<file path="src/rtl/psum_binarizer.sv">
// psum_binarizer: turns serial per-channel partial sums into packed binary
// activation words. Each psum is compared against a per-channel threshold.
// O_CH result bits form one word, and the words wait in a small FIFO until
// the next-layer loader takes them over a valid/ready handshake.

module psum_binarizer_lane #(
  parameter int WIDTH = 14
) (
  input  logic                    clk_in,
  input  logic                    rst_in,
  input  logic                    ld,
  input  logic signed [WIDTH-1:0] thr_data,
  input  logic signed [WIDTH-1:0] psum,
  output logic                    ge
);
  logic signed [WIDTH-1:0] thr;

  // Per-channel threshold register (folded batch-norm), written by the load port
  always_ff @(posedge clk_in or negedge rst_in) begin
    if (!rst_in)  thr <= '0;
    else if (ld)  thr <= thr_data;
  end

  // Full-width signed compare; equality yields 1. This uses the registered
  // threshold, so a load in the same cycle takes effect only on the next word.
  assign ge = (psum >= thr);
endmodule

module psum_binarizer #(
  parameter int WIDTH      = 14,
  parameter int O_CH       = 6,
  parameter int FIFO_DEPTH = 2
) (
  input  logic             clk_in,
  input  logic             rst_in,
  input  logic             psum_valid_in,
  input  logic [WIDTH-1:0] psum_in,
  input  logic             frame_clr_in,
  input  logic             thr_load_in,
  input  logic [WIDTH-1:0] thr_data_in,
  output logic             out_valid,
  input  logic             out_ready,
  output logic [O_CH-1:0]  out_bits,
  output logic             overflow_out
);
  localparam int CW = (O_CH > 1) ? $clog2(O_CH) : 1;
  localparam int PW = (FIFO_DEPTH > 1) ? $clog2(FIFO_DEPTH) : 1;

  logic [CW-1:0]                    ch_cnt, thr_ptr;
  logic [O_CH-1:0]                  ge, partial, word;
  logic                             cur_bit, last, push, pop, full, wr_en, drop;
  logic [FIFO_DEPTH-1:0][O_CH-1:0]  mem;
  logic [PW-1:0]                    wr_ptr, rd_ptr;
  logic [PW:0]                      count;

  // One threshold/compare lane per output channel
  for (genvar c = 0; c < O_CH; c++) begin : g_lane
    psum_binarizer_lane #(.WIDTH(WIDTH)) u_lane (
      .clk_in   (clk_in),
      .rst_in   (rst_in),
      .ld       (thr_load_in && (thr_ptr == CW'(c))),
      .thr_data (thr_data_in),
      .psum     (psum_in),
      .ge       (ge[c])
    );
  end

  assign cur_bit = ge[ch_cnt];
  assign last    = (ch_cnt == CW'(O_CH - 1));
  assign push    = psum_valid_in && !frame_clr_in && last;
  // The last channel's bit bypasses the partial register so the word leaves on the same edge
  assign word    = {cur_bit, partial[O_CH-2:0]};

  assign out_valid = (count != '0);
  assign out_bits  = mem[rd_ptr];
  assign pop       = out_valid && out_ready;
  assign full      = (count == (PW+1)'(FIFO_DEPTH));
  // When the FIFO is full, a same-cycle pop frees the slot the incoming word takes
  assign wr_en     = push && (!full || pop);
  assign drop      = push && full && !pop;

  // Threshold write pointer, wraps after the last channel
  always_ff @(posedge clk_in or negedge rst_in) begin
    if (!rst_in)          thr_ptr <= '0;
    else if (thr_load_in) thr_ptr <= (thr_ptr == CW'(O_CH - 1)) ? '0 : thr_ptr + 1'b1;
  end

  // Channel counter and partial word; frame clear beats a same-cycle psum
  always_ff @(posedge clk_in or negedge rst_in) begin
    if (!rst_in) begin
      ch_cnt  <= '0;
      partial <= '0;
    end else if (frame_clr_in) begin
      ch_cnt  <= '0;
      partial <= '0;
    end else if (psum_valid_in) begin
      partial[ch_cnt] <= cur_bit;
      ch_cnt          <= last ? '0 : ch_cnt + 1'b1;
    end
  end

  // Word FIFO storage, pointers and occupancy
  always_ff @(posedge clk_in or negedge rst_in) begin
    if (!rst_in) begin
      mem    <= '0;
      wr_ptr <= '0;
      rd_ptr <= '0;
      count  <= '0;
    end else begin
      if (wr_en) begin
        mem[wr_ptr] <= word;
        wr_ptr      <= wr_ptr + 1'b1;
      end
      if (pop) rd_ptr <= rd_ptr + 1'b1;
      case ({wr_en, pop})
        2'b10:   count <= count + 1'b1;
        2'b01:   count <= count - 1'b1;
        default: count <= count;
      endcase
    end
  end

  // Sticky record that a completed word was lost to a full FIFO
  always_ff @(posedge clk_in or negedge rst_in) begin
    if (!rst_in)   overflow_out <= 1'b0;
    else if (drop) overflow_out <= 1'b1;
  end
endmodule

</file>
<file path="config.mk">
export PLATFORM = sky130hd
export DESIGN_NAME = psum_binarizer
export DESIGN_NICKNAME = d
export VERILOG_FILES = /design/src/rtl/psum_binarizer.sv
export SDC_FILE = /design/constraint.sdc
export NUM_CORES = 1
export LEC_CHECK = 0
export CAP_MARGIN = 0
export CORE_MARGIN = 2
export CORE_UTILIZATION = 50
export DETAILED_ROUTE_END_ITERATION = 8
export GPL_ROUTABILITY_DRIVEN = 0
export PLACE_DENSITY_LB_ADDON = 0.12
export SLEW_MARGIN = 10
export SYNTH_ARGS = -nofsm -noshare
export SYNTH_HDL_FRONTEND = slang
export SYNTH_SLANG_ARGS = --single-unit
</file>
<file path="constraint.sdc">
create_clock -name clk_in -period 3.6 [get_ports clk_in]
set_clock_uncertainty 0.1 [all_clocks]
set_input_delay 0.72 -clock clk_in [delete_from_list [all_inputs] [get_ports clk_in]]
set_output_delay 0.72 -clock clk_in [all_outputs]
set_load 0.05 [all_outputs]
</file>
==> impl_results.md <==
- Final Power: between 5000 and 6000 uW
- Most frequent cells after synthesis: dfrtp_1, inv_1, nand2_1
- PostCTS Resize Cnt: 0
- Die Height: 119 microns
- CP arrival: roughly 3 ns
- Initial Util: about half
- Routed vias/inst: roughly 5.6
- DP HPWL: roughly 12 mm
- Total grt overflow: 0
- Seq/Total Area, Yosys: 42.8%
- Antenna fix cells: 0
- Fin Setup TNS: 0 ns
- # IOs: 42
- Power per cell area: between 700 and 800 nW/um^2
- Pins over their slew limit: 0
- Number of global-route vias before repair: 4937
- Largest net degree at the start of global routing: a little under 70
- CTS Root Cell: clkbuf_16
- CTS Sinks: approximately 110
- Endpoint class of the critical path: flip-flop
- Final period util: 79.3%
- Cells after Synth: around 660
- Fmax: 350 MHz
- Fillers: between 1000 and 1500
- Cell Area, Synth: around 6600 sq um
- CP top delay family: simple AND/OR/NAND/NOR gates
- EDFF count, synth: 0
- Fin nets: around 820
- Synth unique cells: 59
- CP required: around 3.8 ns
- Most instantiated library cell after synthesis: dfrtp_1
- 1st-iter DRT viols: 294
- Die W: 119 microns
- Total Die Area: about 14000 sq um
- Net Count, Synth: 781
- All-Layer GR Usage: 24.4%
- Area leader, netlist: dfrtp_1
- RSZ-0062 raised after global routing: false
- Yosys warnings: 0
- Rel. slew slack: a little over two fifths
- Min Hold Slack: approximately 0.27 ns
- Number of max-cap violations: 0
- Startpoint types: primary input
- Layout area overhead: 14.3%
- Setup-failing EPs final: 0
- CTS buffer count: 9
- Bufs on Longest Clock Path: 2
- Hold buffers post-CTS: 0
- R2R Setup Slk: 1.37 ns
- Rows: 41
- Crit-path max cell delay: 0.58 ns
- Peak VDD IR: roughly 0.00037 V
- Outcome: finished, final reports clean
- Final WS setup: ~0.75 ns
- FF+latch count, synth: 112
- Avg WL per Cell: approximately 18 microns
- Critical path type: in -> reg
- DR pass1 iterations: 5
- Post-CTS Setup Bufs: 0
- Critical-path top delay cell: clkdlybuf4s50_1
- Yosys top cell area share: 42.8%
- Routed Antenna Nets: 0
- Routed wire length: between 15 and 20 mm
- Final hold violations: 0
- Final Critical Period: about 2.9 ns
- Hold Path Class: in -> async
- Worst-Skew Late Latency: about 0.36 ns
- CP cell instances: clkdlybuf4s50_1, ha_1, nand4_1, nor4_1, nor3_1, o41ai_1, o21ai_1, o41ai_2
- CP bufs+invs: 1
- Critical path peak fanout: 6
- Leakage: ~0.0036 uW
- H-tree level count: 3
- Synth area leaders: dfrtp_1, ha_1, mux2_2, inv_1, nand2_1
- Routed vias: approximately 4900
- Pre-CTS setup slack: 0.416 ns
- Worst-Margin Slew: roughly 0.86 ns
- Main synth FF type: dfrtp_1
- First-pass GRT wire length: ~26 mm
- IO buf count: about 40
- CTS tree: built
- Initial antenna violation count: 0
- FFs w/ async S/R, synth: 100%
- DRC: 0
- Core outline area: approximately 13000 sq um
- Synthesized area per cell: around 9.9 sq um
- Clock transition at path regs: ~0.070 ns
- Layout cell share with drive strength beyond 1: 10.3%
==> worst paths after layout <==
kind                                         start                      end  cells after the start
max                                    psum_in[13]               partial[0]                      8
min                                         rst_in                   mem[6]                      1
max reg2reg                g_lane[0].u_lane.thr[4]               partial[0]                      8
min reg2reg                           overflow_out             overflow_out                      1
max in group asynchronous                   rst_in  g_lane[3].u_lane.thr[4]                      2
min in group clk_in                   overflow_out             overflow_out                      1
==> registers in the layout, indices dropped and copies added, names as in the netlist <==
signal	count
g_lane.u_lane.thr	84
mem	12
partial	5
ch_cnt	3
thr_ptr	3
count	2
overflow_out	1
rd_ptr	1
wr_ptr	1
==> area by class of cell <==
type / instances / area, sq um / share of cell area (%)
sequential: 112 / 2800 / 37.4
timing repair buffer: 48 / 473 / 6.31
inverter: 90 / 338 / 4.51
multi-input combinational: 443 / 3350 / 44.8
clock inverter: 4 / 70.1 / 0.935
clock buffer: 10 / 239 / 3.19
tap: 172 / 215 / 2.87
==> layout by cell type (no fill, tap or decap), drive strengths merged, types with 3 or more instances in the layout <==
cell and n:
clkbuf 10, a21o 13, a21oi 22, o41ai 5, nand2 90, nor2 14
nand3 7, o31a 3, nor4 6, dfrtp 112, or3 3, a211oi 4
o21bai 4, nor3 6, nand4 19, clkdlybuf4s50 40, mux2 42, inv 90
and2 4, nand3b 4, a21boi 4, ha 86, xor2 4, buf 8
nor2b 3, o21ai 59, nand2b 11
==> worst register-to-register path, stage by stage, from the launching register on <==
cell	delay (ns)
dfrtp_1	0.36
inv_1	0.10
ha_1	0.26
a21oi_1	0.13
a21boi_0	0.11
o31a_1	0.32
o41ai_1	0.27
o21ai_1	0.16
o41ai_2	0.31
==> logic make-up (layout without fill, tap and decap cells) <==
kind of cell    count (synthesis)  count (layout)  synth area share, %
simple gates                  179             179                 14.2
compound gates                128             128                 12.1
flops                         112             112                 42.8
buf+inv                       106             152                 6.22
fa+ha+maj                      86              86                 16.4
mux                            44              44                 7.52
xor+xnor                        6               6                0.802
==> power breakdown <==
part           leakage (uW)  total, uW  internal, uW  switching (uW)
logic               0.00203       2230           963            1260
registers           0.00139       2020          1770             254
clock network      0.000154       1060           619             440
==> routing by layer <==
metal  vias up  track usage [%]  part of all wire [%]
met2       126             39.0                    47
li1       2371                -                     -
met5         -                0                     0
met1      2371             34.1                    46
met4         0             6.18                   1.4
met3        15             4.73                   5.8
==> stage by stage <==
step / instance area (sq um) / std cells / util (%)
5_1_grt: 7490 / 879 / 58.9
4_1_cts: 7490 / 879 / 58.9
2_1_floorplan: 6560 / 661 / -
3_5_place_dp: 7180 / 865 / 56.5
3_3_place_gp: 7180 / 865 / 56.5
6_report: 7490 / 879 / 58.9
Note: power is estimated with default switching activity, not from simulation.
